File: src/rtl/mdu_hilo.sv
// Iterative multiply/divide unit with HI/LO result registers.
// 32-step shift-add multiply and restoring divide on operand magnitudes, followed by a sign-fix cycle.
module mdu_hilo #(
   parameter int unsigned WIDTH = 32
) (
   input  logic             clk,
   input  logic             rst,
   input  logic             start,
   input  logic [2:0]       op,
   input  logic [WIDTH-1:0] A,
   input  logic [WIDTH-1:0] B,
   output logic             busy,
   output logic [WIDTH-1:0] HI,
   output logic [WIDTH-1:0] LO
);

   localparam int unsigned CNT_W = $clog2(WIDTH);
   localparam logic [CNT_W-1:0] LAST = CNT_W'(WIDTH - 1);

   typedef enum logic [1:0] {IDLE, RUN, FIX} state_t;

   state_t           state, state_nxt;
   logic [CNT_W-1:0] cnt, cnt_nxt;
   logic [WIDTH-1:0] acc_hi, acc_hi_nxt;
   logic [WIDTH-1:0] acc_lo, acc_lo_nxt;
   logic [WIDTH-1:0] mag_b, mag_b_nxt;
   logic [WIDTH-1:0] hi_q, hi_nxt;
   logic [WIDTH-1:0] lo_q, lo_nxt;
   logic             busy_q, busy_nxt;
   logic             is_div, is_div_nxt;
   logic             neg_a, neg_a_nxt;
   logic             neg_b, neg_b_nxt;
   logic             div_zero, div_zero_nxt;

   logic               sgn_op;
   logic [WIDTH-1:0]   mag_a_in, mag_b_in;
   logic [WIDTH:0]     mul_sum, div_shift, div_diff;
   logic [2*WIDTH-1:0] prod, prod_neg;
   logic [WIDTH-1:0]   quo_fix, rem_fix;

   // Operand magnitudes; the most negative value maps to itself as an unsigned magnitude.
   assign sgn_op   = ~op[0];
   assign mag_a_in = (sgn_op && A[WIDTH-1]) ? -A : A;
   assign mag_b_in = (sgn_op && B[WIDTH-1]) ? -B : B;

   // Datapath: acc_hi holds the running product high half / partial remainder,
   // acc_lo holds the multiplier / dividend being shifted out (quotient shifting in).
   assign mul_sum   = {1'b0, acc_hi} + {1'b0, (acc_lo[0] ? mag_b : {WIDTH{1'b0}})};
   assign div_shift = {acc_hi, acc_lo[WIDTH-1]};
   assign div_diff  = div_shift - {1'b0, mag_b};
   assign prod      = {acc_hi, acc_lo};
   assign prod_neg  = -prod;
   assign quo_fix   = (neg_a ^ neg_b) ? -acc_lo : acc_lo;
   assign rem_fix   = neg_a ? -acc_hi : acc_hi;

   always_ff @(posedge clk or posedge rst) begin
      if (rst) begin
         state    <= IDLE;
         cnt      <= '0;
         acc_hi   <= '0;
         acc_lo   <= '0;
         mag_b    <= '0;
         hi_q     <= '0;
         lo_q     <= '0;
         busy_q   <= 1'b0;
         is_div   <= 1'b0;
         neg_a    <= 1'b0;
         neg_b    <= 1'b0;
         div_zero <= 1'b0;
      end else begin
         state    <= state_nxt;
         cnt      <= cnt_nxt;
         acc_hi   <= acc_hi_nxt;
         acc_lo   <= acc_lo_nxt;
         mag_b    <= mag_b_nxt;
         hi_q     <= hi_nxt;
         lo_q     <= lo_nxt;
         busy_q   <= busy_nxt;
         is_div   <= is_div_nxt;
         neg_a    <= neg_a_nxt;
         neg_b    <= neg_b_nxt;
         div_zero <= div_zero_nxt;
      end
   end

   always_comb begin
      state_nxt    = state;
      cnt_nxt      = cnt;
      acc_hi_nxt   = acc_hi;
      acc_lo_nxt   = acc_lo;
      mag_b_nxt    = mag_b;
      hi_nxt       = hi_q;
      lo_nxt       = lo_q;
      busy_nxt     = busy_q;
      is_div_nxt   = is_div;
      neg_a_nxt    = neg_a;
      neg_b_nxt    = neg_b;
      div_zero_nxt = div_zero;

      unique case (state)
         IDLE: begin
            if (start) begin
               if (!op[2]) begin
                  acc_hi_nxt   = '0;
                  acc_lo_nxt   = mag_a_in;
                  mag_b_nxt    = mag_b_in;
                  is_div_nxt   = op[1];
                  neg_a_nxt    = sgn_op & A[WIDTH-1];
                  neg_b_nxt    = sgn_op & B[WIDTH-1];
                  div_zero_nxt = (B == '0);
                  cnt_nxt      = '0;
                  state_nxt    = RUN;
                  busy_nxt     = 1'b1;
               end else if (op[1:0] == 2'b00) begin
                  hi_nxt = A;
               end else if (op[1:0] == 2'b01) begin
                  lo_nxt = A;
               end
            end
         end

         RUN: begin
            if (is_div) begin
               // Restoring step: keep the difference only when it is non-negative.
               if (!div_diff[WIDTH]) begin
                  acc_hi_nxt = div_diff[WIDTH-1:0];
                  acc_lo_nxt = {acc_lo[WIDTH-2:0], 1'b1};
               end else begin
                  acc_hi_nxt = div_shift[WIDTH-1:0];
                  acc_lo_nxt = {acc_lo[WIDTH-2:0], 1'b0};
               end
            end else begin
               acc_hi_nxt = mul_sum[WIDTH:1];
               acc_lo_nxt = {mul_sum[0], acc_lo[WIDTH-1:1]};
            end
            cnt_nxt = cnt + CNT_W'(1);
            if (cnt == LAST) begin
               state_nxt = FIX;
            end
         end

         FIX: begin
            if (is_div) begin
               // Divide by zero leaves |A| as remainder; re-signing restores the original dividend.
               lo_nxt = div_zero ? {WIDTH{1'b1}} : quo_fix;
               hi_nxt = rem_fix;
            end else if (neg_a ^ neg_b) begin
               {hi_nxt, lo_nxt} = prod_neg;
            end else begin
               {hi_nxt, lo_nxt} = prod;
            end
            state_nxt = IDLE;
            busy_nxt  = 1'b0;
         end

         default: begin
            state_nxt = IDLE;
            busy_nxt  = 1'b0;
         end
      endcase
   end

   assign busy = busy_q;
   assign HI   = hi_q;
   assign LO   = lo_q;

endmodule
File: config.mk
export PLATFORM = sky130hd
export DESIGN_NAME = mdu_hilo
export DESIGN_NICKNAME = d
export VERILOG_FILES = /design/src/rtl/mdu_hilo.sv
export SDC_FILE = /design/constraint.sdc
export NUM_CORES = 1
export LEC_CHECK = 0
export CORE_MARGIN = 2
export CORE_UTILIZATION = 50
export CTS_CLUSTER_DIAMETER = 80
export CTS_CLUSTER_SIZE = 40
export DETAILED_ROUTE_END_ITERATION = 7
export PLACE_DENSITY = 0.81
export SYNTH_ARGS = -nofsm -noshare
export SYNTH_HDL_FRONTEND = slang
export SYNTH_SLANG_ARGS = --single-unit
File: constraint.sdc
create_clock -name clk -period 4.85 [get_ports clk]
set_input_delay 0.485 -clock clk [delete_from_list [all_inputs] [get_ports clk]]
set_output_delay 0.485 -clock clk [all_outputs]
set_load 0.1 [all_outputs]
==> results of run 1 <==
-- path summary, 6_finish.rpt --
check | cells past startpoint | from | slack (ns) | end
hold / removal | 2 | LO[18] | 0.48 | LO[18]
setup reg to reg | 14 | acc_lo[0] | 1.03 | acc_hi[27]
setup / recovery | 14 | acc_lo[0] | 1.03 | acc_hi[27]
max in group asynchronous | 3 | rst | 3.40 | is_div
hold reg to reg | 2 | LO[18] | 0.48 | LO[18]
min in group asynchronous | 3 | rst | 0.64 | LO[7]
-- synthesized netlist by cell type (19+ instances only) --
library cell	instances
xor2_1	75
a21oi_1	141
ha_1	70
nand2_1	195
nand2b_1	23
a31oi_1	19
xnor2_1	95
o211ai_1	36
nor2_1	166
nand3_1	30
nor2b_1	21
a21o_1	23
or3_1	27
dfrtp_1	172
mux2i_1	43
clkbuf_1	77
inv_1	63
nor3_1	45
o22ai_1	37
o21ai_0	195
-- area by class of cell --
type / count / area share [%]
well taps: 378 / 2.917
clock buffers: 18 / 2.647
inverters: 63 / 1.482
flip-flops and latches: 172 / 26.56
multi-input cells: 1443 / 56.14
repair buffers: 154 / 9.354
clock inverters: 14 / 0.9030
-- flip-flops by register name, summed over array words and instances (netlist names) --
signal	count
HI	32
LO	32
acc_hi	32
acc_lo	32
busy	1
cnt	5
div_zero	1
is_div	1
mag_b	32
neg_a	1
neg_b	1
state	2
-- cell families (layout without fill, tap and decap cells) --
group | Yosys count | count (layout) | synth area share, %
compound gates | 580 | 580 | 25.17
xor+xnor | 170 | 170 | 10.66
fa+ha+maj | 72 | 72 | 6.554
buf+inv | 155 | 249 | 4.271
flops | 172 | 172 | 30.80
mux | 43 | 43 | 3.080
simple gates | 578 | 578 | 19.47
-- per-stage QoR --
step	cells	setup slack [ns]	hold slack [ns]	util, %
2_1_floorplan	1770	1.507	0.4494	-
3_3_place_gp	2210	1.157	0.4607	56.59
3_5_place_dp	2210	1.090	0.4692	56.59
4_1_cts	2242	1.063	0.4861	58.68
5_1_grt	2242	0.7824	0.5010	58.68
6_report	2242	1.033	0.4793	58.68
-- cells in the final DEF (no fill, tap or decap), types with 6 or more instances in the layout --
master	count
o211ai_1	36
a22oi_1	17
and2_1	7
a31oi_1	19
inv_1	62
dfrtp_1	171
o21bai_1	6
o41ai_1	6
xnor2_1	94
nand2b_1	22
mux2i_1	43
nand3_1	30
and3_1	8
o31ai_1	16
clkdlybuf4s50_1	134
o21a_1	11
a21oi_1	141
nand2_1	195
or2_2	7
o21ai_0	195
buf_4	18
ha_1	70
nor3_1	45
nor4_1	12
clkbuf_16	17
a21o_1	23
or3_1	27
nor2_1	164
nor2b_1	20
o22ai_1	37
a211oi_1	14
or4_1	6
nand4_1	7
o221ai_1	7
o21ai_1	8
xor2_1	75
-- worst register-to-register path: cells and delay by family (launching register included) --
family	cells	cell delay, ns
flops	1	0.46
compound gates	6	1.36
fa+ha+maj	1	0.34
simple gates	5	0.96
buf+inv	2	0.60
-- layer usage --
metal  up-vias  wire [µm]  global-route usage, %  part of all wire (%)
li1       6527          -                      -                     -
met1      6352      18030                  37.63                    45
met2       558      18340                  45.37                    46
met3        78       2650                  3.520                   6.6
met4         0       1035                  9.101                   2.6
met5         -          0                      0                     0
==> out/summary.json, run 1 <==
{
  "run_status": {"value": "complete, no violations"},
  "synth_top_cells_by_area": {"value": "dfrtp_1 31%, o21ai_0 7.0%, ha_1 6.3%, xnor2_1 6.0%, nand2_1 5.2%"},
  "synthDominantAreaCellType": {"value": "dfrtp_1"},
  "timing.setup.critical_path_class": {"value": "reg -> reg"},
  "cts_hold_buffers": {"value": 0},
  "crit_path_cell_trace": {"value": "inv_1 > nor2_1 > ha_1 > nor2b_1 > o31ai_1 > a211o_1 > nand3_1 > a41oi_1 > buf_4 > o31a_1 > nor2b_1 > or4_1 > a32oi_1 > o21ai_0"},
  "synth_sequential_area_ratio": {"value": 30.80, "unit": "%"},
  "critical_path.slowest_cell": {"value": "or4_1"},
  "pin_count": {"value": 135},
  "cts.reportedPaths.clkPinSlew": {"value": 0.08, "unit": "ns"},
  "die-width": {"value": 171.2, "unit": "µm"},
  "timing.final.max_slew_violations": {"value": 0},
  "dpl_cell_area": {"value": 15640, "unit": "µm²"},
  "num-fill-cells": {"value": 2530},
  "fp.dieArea": {"value": 29300, "unit": "µm²"},
  "layout_worst_path_cycle_share": {"value": 78.70, "unit": "%"},
  "cts-buffers-inserted": {"value": 17},
  "synth.top_cell.area_share": {"value": 30.80, "unit": "%"},
  "clk_path_buf_depth": {"value": 2},
  "post_synth.cell_area_avg": {"value": 7.895, "unit": "µm²"},
  "worstPathBufferInverterCount": {"value": 2},
  "critical-path-top-delay-family": {"value": "compound AO/OA/AOI/OAI gates"},
  "synthesis.area": {"value": 13970, "unit": "µm²"},
  "max-slew-margin-rel": {"value": 23.45, "unit": "%"},
  "post_cts.repair.setup_buffers": {"value": 0},
  "setup_viol": {"value": 0},
  "area_delta_synth_final": {"value": 16.02, "unit": "%"},
  "mapped_cells": {"value": 1770},
  "worstSkewPairLatency": {"value": 0.44, "unit": "ns"},
  "synth_enable_flop_cells": {"value": 0},
  "timing.critical_path.from_type": {"value": "flop"},
  "drt_first_pass_iters": {"value": 5},
  "timing_worst_slew_pin_value": {"value": 1.146, "unit": "ns"},
  "antenna_violations_before_repair": {"value": 0},
  "route.detailed.drc": {"value": 0},
  "ys_async_sr_fraction": {"value": 100.0, "unit": "%"},
  "detailed_place_hpwl": {"value": 29.51, "unit": "mm"},
  "floorplan.die.height": {"value": 171.2, "unit": "µm"},
  "diodes": {"value": 0},
  "layout.cell_area.non_filler": {"value": 16210, "unit": "µm²"},
  "grt_pass1_wl": {"value": 64.93, "unit": "mm"},
  "max_freq": {"value": 0.2620, "unit": "GHz"},
  "port_buffers": {"value": 134},
  "initial_utilization": {"value": 50.58, "unit": "%"},
  "tritoncts": {"value": "yes"},
  "grt_setup_unrepaired": {"value": "no"},
  "finalCriticalPeriod": {"value": 3.817, "unit": "ns"},
  "grt_max_degree": {"value": 173},
  "timing.hold.worst.class": {"value": "reg -> reg"},
  "skew_final": {"value": 0.01860, "unit": "ns"},
  "antenna_left": {"value": 0},
  "drv.max_cap_violation_count": {"value": 0},
  "clock-sinks": {"value": 172},
  "grt_pass1_vias": {"value": 12850},
  "routed-via-count": {"value": 13520},
  "detail_route.wirelength": {"value": 40.06, "unit": "mm"},
  "finalNetCount": {"value": 1993},
  "placeable_core_region": {"value": 27630, "unit": "µm²"},
  "flops_latches_synth": {"value": 172},
  "arrival": {"value": 4.12, "unit": "ns"},
  "worstPathMaxFanout": {"value": 15},
  "synth-warning-count": {"value": 0},
  "grt_overflow_total": {"value": 0},
  "yosys_most_used_dff": {"value": "dfrtp_1"},
  "multi_input_comb_area": {"value": 9101, "unit": "µm²"},
  "setup.worst_path.end_class": {"value": "flop"},
  "mapped_nets": {"value": 1912},
  "gp_congestion": {"value": 0.9588},
  "wire_per_inst": {"value": 17.87, "unit": "µm"},
  "critical_path_required": {"value": 5.16, "unit": "ns"},
  "timing.setup.tns": {"value": 0, "unit": "ns"},
  "seq_area": {"value": 4305, "unit": "µm²"},
  "num_rows": {"value": 61},
  "ctsHtreeMaxLevel": {"value": 4},
  "drt-initial-drc-count": {"value": 1128},
  "distinct_cell_type_count_after_synthesis": {"value": 77},
  "finalHoldViolations": {"value": 0},
  "path_common_cell": {"value": "nor2b_1"},
  "root_buffer": {"value": "clkbuf_16"},
  "track_usage": {"value": 27.55, "unit": "%"},
  "viasPerCell": {"value": 6.028},
  "cts_repair_resize_count": {"value": 0},
  "fraction_of_final_layout_cells_with_drive_strength_greater_than_1": {"value": 4.506, "unit": "%"},
  "worst_path_largest_cell_delay": {"value": 0.47, "unit": "ns"}
}
Power of run 1 is not shown: default switching activity piles up to over one toggle a cycle in this logic, so the estimate is an artifact.
==> inputs of run 2 (changes only) <==
--- a/config.mk
+++ b/config.mk
@@ -10,7 +10,7 @@
 export CTS_CLUSTER_DIAMETER = 80
 export CTS_CLUSTER_SIZE = 40
 export DETAILED_ROUTE_END_ITERATION = 7
-export PLACE_DENSITY = 0.81
+export PLACE_DENSITY = 0.78
 export SYNTH_ARGS = -nofsm -noshare
 export SYNTH_HDL_FRONTEND = slang
 export SYNTH_SLANG_ARGS = --single-unit
==> constraint.sdc (replaced) <==
create_clock -name clk -period 4 [get_ports clk]
set_input_delay 0.4 -clock clk [delete_from_list [all_inputs] [get_ports clk]]
set_output_delay 0.4 -clock clk [all_outputs]
set_load 0.1 [all_outputs]
==> run 2 against run 1 <==
Die area unchanged. Routed wire length is 4.5% higher. Critical path depth unchanged. Largest cell class unchanged.
==> out/summary.json, run 2 (synthesized netlist as in run 1, its figures left out) <==
{
  "grt_pass1_vias": {"value": 13170, "change": "was 12850"},
  "wire_per_inst": {"value": 18.56, "unit": "µm", "change": "was 17.87 µm"},
  "setup.worst_path.end_class": {"value": "flop", "change": "unchanged"},
  "placeable_core_region": {"value": 27630, "unit": "µm²", "change": "unchanged"},
  "gp_congestion": {"value": 0.9587, "change": "was 0.9588"},
  "die-width": {"value": 171.2, "unit": "µm", "change": "unchanged"},
  "fraction_of_final_layout_cells_with_drive_strength_greater_than_1": {"value": 5.272, "unit": "%", "change": "was 4.506%"},
  "timing.final.max_slew_violations": {"value": 0, "change": "unchanged"},
  "setup_viol": {"value": 0, "change": "unchanged"},
  "max_freq": {"value": 0.2712, "unit": "GHz", "change": "was 0.2620 GHz"},
  "finalNetCount": {"value": 2007, "change": "was 1993"},
  "port_buffers": {"value": 134, "change": "unchanged"},
  "antenna_left": {"value": 0, "change": "unchanged"},
  "cts.reportedPaths.clkPinSlew": {"value": 0.07, "unit": "ns", "change": "was 0.08 ns"},
  "num-fill-cells": {"value": 2552, "change": "was 2530"},
  "critical_path.slowest_cell": {"value": "dfrtp_1", "change": "was or4_1"},
  "worst_min_path_start": {"value": "mag_b[21]", "change": "was LO[18]"},
  "worstSkewPairLatency": {"value": 0.44, "unit": "ns", "change": "about the same"},
  "worstPathBufferInverterCount": {"value": 2, "change": "unchanged"},
  "fp.dieArea": {"value": 29300, "unit": "µm²", "change": "unchanged"},
  "startpoint": {"value": "acc_lo[0]", "change": "unchanged"},
  "pin_count": {"value": 135, "change": "unchanged"},
  "route.detailed.drc": {"value": 0, "change": "unchanged"},
  "worst_path_largest_cell_delay": {"value": 0.46, "unit": "ns", "change": "was 0.47 ns"},
  "worst_r2r_startpoint": {"value": "acc_lo[0]", "change": "unchanged"},
  "root_buffer": {"value": "clkbuf_16", "change": "unchanged"},
  "grt_overflow_total": {"value": 0, "change": "unchanged"},
  "diodes": {"value": 0, "change": "unchanged"},
  "layout_worst_path_cycle_share": {"value": 92.18, "unit": "%", "change": "was 78.70%"},
  "max-slew-margin-rel": {"value": 30.76, "unit": "%", "change": "was 23.45%"},
  "finalHoldViolations": {"value": 0, "change": "unchanged"},
  "crit_path_cell_trace": {"value": "inv_1 > buf_4 > nor2_1 > ha_1 > nand4_1 > nor4_1 > o2111ai_1 > a31oi_1 > nor2_1 > o31ai_1 > a221o_1 > xor2_1 > a22oi_1 > o21ai_0", "change": "was inv_1 > nor2_1 > ha_1 > nor2b_1 > o31ai_1 > a211o_1 > nand3_1 > a41oi_1 > buf_4 > o31a_1 > nor2b_1 > or4_1 > a32oi_1 > o21ai_0"},
  "final_util": {"value": 59.08, "unit": "%", "change": "was 58.68%"},
  "run_status": {"value": "complete, no violations", "change": "unchanged"},
  "tritoncts": {"value": "yes", "change": "unchanged"},
  "skew_final": {"value": 0.01617, "unit": "ns", "change": "was 0.01860 ns"},
  "clock-sinks": {"value": 172, "change": "unchanged"},
  "critical_path_required": {"value": 4.30, "unit": "ns", "change": "was 5.16 ns"},
  "grt_pass1_wl": {"value": 68.21, "unit": "mm", "change": "was 64.93 mm"},
  "initial_utilization": {"value": 50.58, "unit": "%", "change": "unchanged"},
  "seq_area": {"value": 4305, "unit": "µm²", "change": "unchanged"},
  "drt_first_pass_iters": {"value": 5, "change": "unchanged"},
  "ctsHtreeMaxLevel": {"value": 4, "change": "unchanged"},
  "timing.setup.critical_path_class": {"value": "reg -> reg", "change": "unchanged"},
  "drt-initial-drc-count": {"value": 1163, "change": "was 1128"},
  "detailed_place_hpwl": {"value": 30.72, "unit": "mm", "change": "was 29.51 mm"},
  "path_common_cell": {"value": "nor2_1", "change": "was nor2b_1"},
  "worstPathMaxFanout": {"value": 11, "change": "was 15"},
  "arrival": {"value": 3.99, "unit": "ns", "change": "was 4.12 ns"},
  "detail_route.wirelength": {"value": 41.88, "unit": "mm", "change": "was 40.06 mm"},
  "layout.cells.most_common_list": {"value": "195 x nand2_1, 195 x o21ai_0, 171 x dfrtp_1", "change": "unchanged"},
  "track_usage": {"value": 29.10, "unit": "%", "change": "was 27.55%"},
  "multi_input_comb_area": {"value": 9106, "unit": "µm²", "change": "was 9101 µm²"},
  "timing.hold.worst.class": {"value": "reg -> reg", "change": "unchanged"},
  "floorplan.die.height": {"value": 171.2, "unit": "µm", "change": "unchanged"},
  "viasPerCell": {"value": 6.097, "change": "was 6.028"},
  "finalCriticalPeriod": {"value": 3.687, "unit": "ns", "change": "was 3.817 ns"},
  "timing_worst_slew_pin_value": {"value": 1.039, "unit": "ns", "change": "was 1.146 ns"},
  "grt_setup_unrepaired": {"value": "no", "change": "unchanged"},
  "timing.setup.tns": {"value": 0, "unit": "ns", "change": "unchanged"},
  "num_rows": {"value": 61, "change": "unchanged"},
  "drv.max_cap_violation_count": {"value": 0, "change": "unchanged"},
  "routed-via-count": {"value": 13750, "change": "was 13520"},
  "area_delta_synth_final": {"value": 16.82, "unit": "%", "change": "was 16.02%"},
  "grt_max_degree": {"value": 111, "change": "was 173"},
  "cts-buffers-inserted": {"value": 17, "change": "unchanged"},
  "timing.critical_path.from_type": {"value": "flop", "change": "unchanged"},
  "clk_path_buf_depth": {"value": 2, "change": "unchanged"},
  "antenna_violations_before_repair": {"value": 0, "change": "unchanged"},
  "critical-path-top-delay-family": {"value": "compound AO/OA/AOI/OAI gates", "change": "unchanged"}
}
-- run 2: cell type report --
cell class              instances  share of cell area, %
clock buffers                  18                  2.629
clock inverters                14                 0.9121
inverters                      63                  1.472
multi-input cells            1443                  55.78
flip-flops and latches        172                  26.37
well taps                     378                  2.897
repair buffers                168                  9.933
-- run 2: what timing repair did --
| item | CTS | global route |
|---|---|---|
| setup buffers | 0 | 0 |
| setup endpoints to repair | 0 | 2 |
| resized for setup | 0 | 1 |
| hold buffers | 0 | 0 |
-- run 2: worst paths after layout --
kind | endpoint | slack, ns | cells past startpoint
max | acc_hi[30] | 0.31 | 14
min | mag_b[21] | 0.48 | 2
max reg2reg | acc_hi[30] | 0.31 | 14
min reg2reg | mag_b[21] | 0.48 | 2
max in group asynchronous | acc_lo[26] | 2.85 | 3
min in group asynchronous | acc_lo[9] | 0.49 | 3
-- run 2: metal layers --
layer	vias to the layer above	global-route usage, %	part of all wire, %
li1	6551	-	-
met1	6557	39.01	44
met2	560	48.67	47
met3	86	3.820	6.7
met4	0	9.690	2.6
met5	-	0	0
-- run 2: per-stage QoR --
| stage | instances | cell area (µm²) | worst slack [ns] | hold slack (ns) |
|---|---|---|---|---|
| after floorplan | 1770 | 13980 | 0.6574 | 0.4494 |
| after global placement | 2224 | 15740 | 0.5132 | 0.4613 |
| after detailed placement | 2224 | 15740 | 0.4227 | 0.4694 |
| after CTS | 2256 | 16320 | 0.3985 | 0.4854 |
| after global routing | 2256 | 16320 | 0.01058 | 0.5004 |
| final | 2256 | 16320 | 0.3128 | 0.4817 |
-- run 2: worst min-delay path, delay by kind of cell (launching register included) --
family,cells,cell delay (ns)
DFF,1,0.35
AOI/OAI and AO/OA,1,0.06
and+or+nand+nor,1,0.04
Power of run 2 is left out for the same reason.
